<file path="config.mk">
export PLATFORM = sky130hd
export DESIGN_NAME = inf_token_writer
export DESIGN_NICKNAME = d
export VERILOG_FILES = /design/src/rtl/inf_token_writer.sv
export SDC_FILE = /design/constraint.sdc
export NUM_CORES = 1
export LEC_CHECK = 0
export BUFFER_PORTS_ARGS = -buffer_cell sky130_fd_sc_hd__buf_2
export CAP_MARGIN = 20
export CORE_ASPECT_RATIO = 1.1
export CORE_UTILIZATION = 55
export CTS_CLUSTER_DIAMETER = 150
export DETAILED_ROUTE_END_ITERATION = 10
export PLACE_DENSITY = 0.84
export SLEW_MARGIN = 20
export SYNTH_ARGS = -nofsm -noshare
export SYNTH_HDL_FRONTEND = slang
export SYNTH_SLANG_ARGS = --single-unit
</file>
<file path="constraint.sdc">
create_clock -name CLK_1MHz -period 3.6 [get_ports CLK_1MHz]
set_input_delay 0.36 -clock CLK_1MHz [delete_from_list [all_inputs] [get_ports CLK_1MHz]]
set_output_delay 0.36 -clock CLK_1MHz [all_outputs]
set_load 0.1 [all_outputs]
</file>
<file path="src/rtl/inf_token_writer.sv">
// ----------------------------------------------------------------------------
// inf_token_writer
//
// Write side of the infix-token RAM. Each number or operator token from the
// keypad/entry logic is packed into a {tag[3:0], payload[31:0]} word and
// written to sequential RAM addresses starting at 1. Address 0 is never
// written, so top_addr_inf == 0 means "empty expression".
//
// On commit the block pulses inf_start for START_CYC cycles. It then stays
// busy, refusing further entry, until the instructor raises finish.
//
// Build option: when the PAREN_CHECK_EN macro is defined, the block tracks
// parenthesis depth. It rejects an unbalanced ')' and any '(' that would
// overflow the depth counter. On commit it auto-closes open parentheses in a
// FLUSH phase before starting evaluation.
//
// Ports
//   CLK_1MHz      in   system clock, rising-edge logic
//   RSTN          in   asynchronous active-low reset
//   tok_valid     in   token present on tok_is_op/tok_data
//   tok_ready     out  token can be accepted this cycle
//   tok_is_op     in   1 = operator/paren, 0 = number
//   tok_data      in   number payload or operator code
//   tok_commit    in   close expression and start evaluation
//   tok_clear     in   discard the expression being entered
//   finish        in   evaluation done (from the instructor)
//   en_inf        out  RAM port-A enable
//   we_inf        out  RAM port-A write enable
//   addr_inf      out  RAM port-A address
//   dl_inf        out  RAM port-A write data
//   top_addr_inf  out  address of last written token (0 = empty)
//   inf_start     out  evaluation start strobe
//   busy          out  high while flushing, starting or running
//   full          out  write pointer at the last RAM address
//   err_syntax    out  one-cycle error pulse
// ----------------------------------------------------------------------------
module inf_token_writer #(
    parameter int DWIDTH_inf  = 36,
    parameter int LEN_inf     = 512,
    parameter int LOG_LEN_inf = 9,
`ifdef PAREN_CHECK_EN
    parameter int DEPTH_W     = 4,
`endif
    parameter int START_CYC   = 2
) (
    input  logic                   CLK_1MHz,
    input  logic                   RSTN,
    input  logic                   tok_valid,
    output logic                   tok_ready,
    input  logic                   tok_is_op,
    input  logic [31:0]            tok_data,
    input  logic                   tok_commit,
    input  logic                   tok_clear,
    input  logic                   finish,
    output logic                   en_inf,
    output logic                   we_inf,
    output logic [LOG_LEN_inf-1:0] addr_inf,
    output logic [DWIDTH_inf-1:0]  dl_inf,
    output logic [LOG_LEN_inf-1:0] top_addr_inf,
    output logic                   inf_start,
    output logic                   busy,
    output logic                   full,
    output logic                   err_syntax
);

    localparam logic [LOG_LEN_inf-1:0] PTR_ONE  = LOG_LEN_inf'(1);
    localparam logic [LOG_LEN_inf-1:0] PTR_FULL = LOG_LEN_inf'(LEN_inf - 1);
    localparam logic [7:0]             CNT_LAST = 8'(START_CYC - 1);

`ifdef PAREN_CHECK_EN
    localparam logic [31:0]        OP_LPAREN = 32'h0000_0150;
    localparam logic [31:0]        OP_RPAREN = 32'h0000_0151;
    localparam logic [DEPTH_W-1:0] DEPTH_MAX = '1;
    localparam logic [DEPTH_W-1:0] DEPTH_ONE = DEPTH_W'(1);
`endif

    typedef enum logic [2:0] {
        ST_IDLE     = 3'd0,
        ST_WR       = 3'd1,
        ST_START    = 3'd2,
        ST_RUN      = 3'd3
`ifdef PAREN_CHECK_EN
        ,
        ST_FLUSH    = 3'd4,
        ST_FLUSH_WR = 3'd5
`endif
    } state_t;

    // Pack a token into a RAM word: tag 1 for operators, 0 for numbers.
    function automatic logic [DWIDTH_inf-1:0] pack_word(input logic is_op,
                                                        input logic [31:0] data);
        pack_word = DWIDTH_inf'({(is_op ? 4'h1 : 4'h0), data});
    endfunction

    state_t                 state_q, state_d;
    logic [LOG_LEN_inf-1:0] wr_ptr_q, wr_ptr_d;
    logic [LOG_LEN_inf-1:0] top_q, top_d;
    logic [LOG_LEN_inf-1:0] addr_q, addr_d;
    logic [DWIDTH_inf-1:0]  dl_q, dl_d;
    logic                   en_q, en_d;
    logic                   we_q, we_d;
    logic                   err_q, err_d;
    logic                   ready_q, ready_d;
    logic                   busy_q, busy_d;
    logic                   full_q, full_d;
    logic                   start_q, start_d;
    logic [7:0]             cnt_q, cnt_d;

`ifdef PAREN_CHECK_EN
    logic [DEPTH_W-1:0]     depth_q, depth_d;
    logic                   is_lparen_s;
    logic                   is_rparen_s;

    assign is_lparen_s = tok_is_op && (tok_data == OP_LPAREN);
    assign is_rparen_s = tok_is_op && (tok_data == OP_RPAREN);
`endif

    // Next-state and next-output logic. All outputs are registered, so the
    // RAM port values settle right after posedge and are stable for a
    // negedge-writing RAM.
    always_comb begin
        state_d  = state_q;
        wr_ptr_d = wr_ptr_q;
        top_d    = top_q;
        addr_d   = addr_q;
        dl_d     = dl_q;
        en_d     = 1'b0;
        we_d     = 1'b0;
        err_d    = 1'b0;
        cnt_d    = cnt_q;
`ifdef PAREN_CHECK_EN
        depth_d  = depth_q;
`endif
        case (state_q)
            ST_IDLE: begin
                if (tok_clear) begin
                    wr_ptr_d = '0;
                    top_d    = '0;
`ifdef PAREN_CHECK_EN
                    depth_d  = '0;
`endif
                end else if (tok_valid && ready_q) begin
`ifdef PAREN_CHECK_EN
                    if (is_rparen_s && (depth_q == '0)) begin
                        err_d = 1'b1;
                    end else if (is_lparen_s && (depth_q == DEPTH_MAX)) begin
                        err_d = 1'b1;
                    end else begin
                        state_d = ST_WR;
                        en_d    = 1'b1;
                        we_d    = 1'b1;
                        addr_d  = wr_ptr_q + PTR_ONE;
                        dl_d    = pack_word(tok_is_op, tok_data);
                        if (is_lparen_s) begin
                            depth_d = depth_q + DEPTH_ONE;
                        end else if (is_rparen_s) begin
                            depth_d = depth_q - DEPTH_ONE;
                        end else begin
                            depth_d = depth_q;
                        end
                    end
`else
                    state_d = ST_WR;
                    en_d    = 1'b1;
                    we_d    = 1'b1;
                    addr_d  = wr_ptr_q + PTR_ONE;
                    dl_d    = pack_word(tok_is_op, tok_data);
`endif
                end else if (tok_commit) begin
                    // A commit arriving together with an accepted token is
                    // dropped: the branch above wins.
                    if (wr_ptr_q == '0) begin
                        err_d = 1'b1;
`ifdef PAREN_CHECK_EN
                    end else if (depth_q != '0) begin
                        state_d = ST_FLUSH;
`endif
                    end else begin
                        state_d = ST_START;
                        cnt_d   = '0;
                    end
                end else begin
                    state_d = ST_IDLE;
                end
            end
            ST_WR: begin
                wr_ptr_d = wr_ptr_q + PTR_ONE;
                top_d    = wr_ptr_q + PTR_ONE;
                state_d  = ST_IDLE;
            end
`ifdef PAREN_CHECK_EN
            ST_FLUSH: begin
                if (depth_q == '0) begin
                    state_d = ST_START;
                    cnt_d   = '0;
                end else if (wr_ptr_q == PTR_FULL) begin
                    // No room to close the expression: abandon the start.
                    err_d   = 1'b1;
                    state_d = ST_IDLE;
                end else begin
                    state_d = ST_FLUSH_WR;
                    en_d    = 1'b1;
                    we_d    = 1'b1;
                    addr_d  = wr_ptr_q + PTR_ONE;
                    dl_d    = pack_word(1'b1, OP_RPAREN);
                    depth_d = depth_q - DEPTH_ONE;
                end
            end
            ST_FLUSH_WR: begin
                wr_ptr_d = wr_ptr_q + PTR_ONE;
                top_d    = wr_ptr_q + PTR_ONE;
                state_d  = ST_FLUSH;
            end
`endif
            ST_START: begin
                if (cnt_q == CNT_LAST) begin
                    state_d = ST_RUN;
                end else begin
                    cnt_d = cnt_q + 8'd1;
                end
            end
            ST_RUN: begin
                if (finish) begin
                    wr_ptr_d = '0;
                    top_d    = '0;
                    state_d  = ST_IDLE;
`ifdef PAREN_CHECK_EN
                    depth_d  = '0;
`endif
                end else begin
                    state_d = ST_RUN;
                end
            end
            default: begin
                state_d = ST_IDLE;
            end
        endcase

        // Status outputs are computed from the next state, so the registered
        // copy matches the state the block is actually in.
        full_d  = (wr_ptr_d == PTR_FULL);
        ready_d = (state_d == ST_IDLE) && !full_d;
        start_d = (state_d == ST_START);
        busy_d  = (state_d != ST_IDLE) && (state_d != ST_WR);
    end

    // State and output registers; reset drops everything immediately, so a
    // pending RAM write is abandoned.
    always_ff @(posedge CLK_1MHz or negedge RSTN) begin
        if (!RSTN) begin
            state_q  <= ST_IDLE;
            wr_ptr_q <= '0;
            top_q    <= '0;
            addr_q   <= '0;
            dl_q     <= '0;
            en_q     <= 1'b0;
            we_q     <= 1'b0;
            err_q    <= 1'b0;
            ready_q  <= 1'b0;
            busy_q   <= 1'b0;
            full_q   <= 1'b0;
            start_q  <= 1'b0;
            cnt_q    <= '0;
`ifdef PAREN_CHECK_EN
            depth_q  <= '0;
`endif
        end else begin
            state_q  <= state_d;
            wr_ptr_q <= wr_ptr_d;
            top_q    <= top_d;
            addr_q   <= addr_d;
            dl_q     <= dl_d;
            en_q     <= en_d;
            we_q     <= we_d;
            err_q    <= err_d;
            ready_q  <= ready_d;
            busy_q   <= busy_d;
            full_q   <= full_d;
            start_q  <= start_d;
            cnt_q    <= cnt_d;
`ifdef PAREN_CHECK_EN
            depth_q  <= depth_d;
`endif
        end
    end

    assign tok_ready    = ready_q;
    assign en_inf       = en_q;
    assign we_inf       = we_q;
    assign addr_inf     = addr_q;
    assign dl_inf       = dl_q;
    assign top_addr_inf = top_q;
    assign inf_start    = start_q;
    assign busy         = busy_q;
    assign full         = full_q;
    assign err_syntax   = err_q;

endmodule

</file>
==> results.txt <==
outcome -> finished, final reports clean
TritonCTS sink count -> 77
die width -> 76.9 um
final setup TNS -> 0 ps
top-count cell post-synth -> nand2_1
Setup Fix Bufs, Post-CTS -> 0
Initial Utilization -> 0.578
Num CTS Buffers -> 9
Hold Buf Count CTS -> 0
Die Y -> 84.4 um
Placed Area -> 3910 sq um
GRT Total Usage -> 0.246
headroom to the max-slew limit -> 0.382
worst-case clock skew -> 6.03 ps
MaxCap Viol Count -> 0
CTS tree -> yes
syn avg cell area -> 9.49 sq um
Synth top area share -> 0.567
Worst Tran Pin Value -> 927 ps
M1 GR Usage -> 0.328
final hold vios -> 0
gp weighted congestion -> 0.875
Placeable Area -> 5880 sq um
Max clock buf depth -> 2
Distinct cells, synth -> 52
commonest cells in the netlist -> nand2_1 (126), dfrtp_1 (77), o21ai_0 (24)
Worst-path clk slew -> 80 ps
unrepaired setup endpoints after global routing -> false
Post-synth EDFFs -> 0
I/O pins -> 100
H-tree levels -> 3
Skew-Pair Late Insertion Delay -> 340 ps
PortBufs -> 96
WP data arrival -> 2410 ps
DR vias -> 2883
post_cts resized -> 0
initial antenna violation count -> 0
pre-CTS WS -> 1440 ps
Post-Layout Inst Area -> 4140 sq um
critical path class -> flip-flop to flip-flop
PD cells -> 805 nW/um^2
final wirelength -> 7540 um
Die Area -> 6490 sq um
P_leak -> 2.18 nW
ys flop type -> dfrtp_1
Mapped Cells -> 358
Rows -> 29
ranking of synthesized cells by area -> dfrtp_1 (57%), nand2_1 (14%), o21ai_0 (3.5%)
synth warn -> 0
vias per cell -> 5.43
# nets final -> 492
first-pass GRT wire length -> 12500 um
crit-path max FO -> 17
global routing usage on met3 -> 0.0402
Synth Register Bits -> 77
endpoints failing setup -> 0
ANT nets after route -> 0
number of global-route vias before repair -> 2661
sequential area share after synthesis -> 0.567
VDD IR-drop max -> 0.000554 V
Tmin final -> 2210 ps
drt drc -> 0
TritonRoute pass-1 iters -> 4
number of fill cells -> 439
final setup margin -> 1390 ps
fin. max-slew vios -> 0
Hold Crit Class -> input port to asynchronous set/reset pin
Synth area leader -> dfrtp_1
Syn Std Cell Area -> 3400 sq um
gr busiest metal -> met2
DPL Wire Length -> 5250 um
Max Clk Rate -> 452 MHz
final worst path period share -> 0.614
Avg WL per Cell -> 14.2 um
Startpoint Class -> flip-flop
met2 global-route usage -> 0.408
Layout area overhead -> 21.8%
layout cell share with drive strength beyond 1 -> 0.278
Antenna diodes -> 0
total grt overflow -> 0
ys async rst share -> 1.00
Req. time, crit path -> 3790 ps
initial DRC count -> 176
CP Capture Type -> flip-flop
CTS root buf -> clkbuf_8
largest net degree at the start of global routing -> 78
Pwr Total -> 3.33 mW
## path summary, 6_finish.rpt
path | slack (ps) | end | cells after the start | start
worst min register to register | 470 | dl_inf[19] | 2 | dl_inf[19]
worst max register to register | 1390 | tok_ready | 4 | state_q[0]
worst max-delay path | 1390 | tok_ready | 4 | state_q[0]
max in group asynchronous | 2850 | dl_inf[11] | 1 | RSTN
min in group CLK_1MHz | 200 | dl_inf[2] | 3 | tok_data[2]
worst min-delay path | 150 | dl_inf[19] | 1 | RSTN
## layer usage
| metal | wire (um) | vias to the layer above |
|---|---|---|
| met5 | 0 | - |
| met4 | 88 | 0 |
| met3 | 379 | 10 |
| met2 | 3770 | 108 |
| met1 | 3300 | 1405 |
| li1 | - | 1360 |
## layout by cell type (no fill, tap or decap), types with 7 or more instances in the layout
cell type and count:
a21oi_1 8, buf_2 95, clkbuf_8 10, dfrtp_1 77, inv_1 7, nand2_1 126, nand3_1 7, nor2_1 12
o21ai_0 24, xnor2_1 7
## metrics by stage
step                      instances  hold slack (ps)   util
after global placement          515              452  0.664
after detailed placement        515              460  0.664
after global routing            531              204  0.704
after CTS                       531              186  0.704
final                           531              154  0.704
after floorplan                 361             64.4      -
## area by class of cell
class                   count  area (sq um)  share of cell area
multi-input cells         254          1350               0.325
flip-flops and latches     77          1930               0.466
repair buffers             99           505               0.122
clock buffers              10           138              0.0333
inverters                   8          30.0             0.00726
clock inverters             6          93.8              0.0227
well taps                  77          96.3              0.0233
## critical path, stage by stage, from the launching register on
cell and delay (ps):
dfrtp_1 540, or3b_1 620, or3_1 450, a221oi_2 320, a211oi_1 140
## power by group
group	switching, mW	leakage [nW]	internal, mW
sequential	0.117	1.01	1.03
clock	0.321	0.113	0.415
combinational	1.23	1.06	0.212
## flip-flops by register name, summed over array words and instances, names as in the netlist
register      cells
top_addr_inf      9
dl_inf           33
full              1
busy              1
err_syntax        1
tok_ready         1
inf_start         1
we_inf            1
addr_inf          9
cnt_q             8
state_q           3
wr_ptr_q          9
## logic make-up (layout without fill, tap and decap cells)
group,count (synthesis),in the layout,synth area share
compound gates,53,53,0.102
xor+xnor,11,11,0.0284
fa+ha+maj,4,4,0.0147
buf+inv,30,123,0.0409
flops,77,77,0.567
mux,2,2,0.00626
other cells,1,4,0.00110
simple gates,180,180,0.239
No activity file was read; power rests on OpenSTA's default activity.
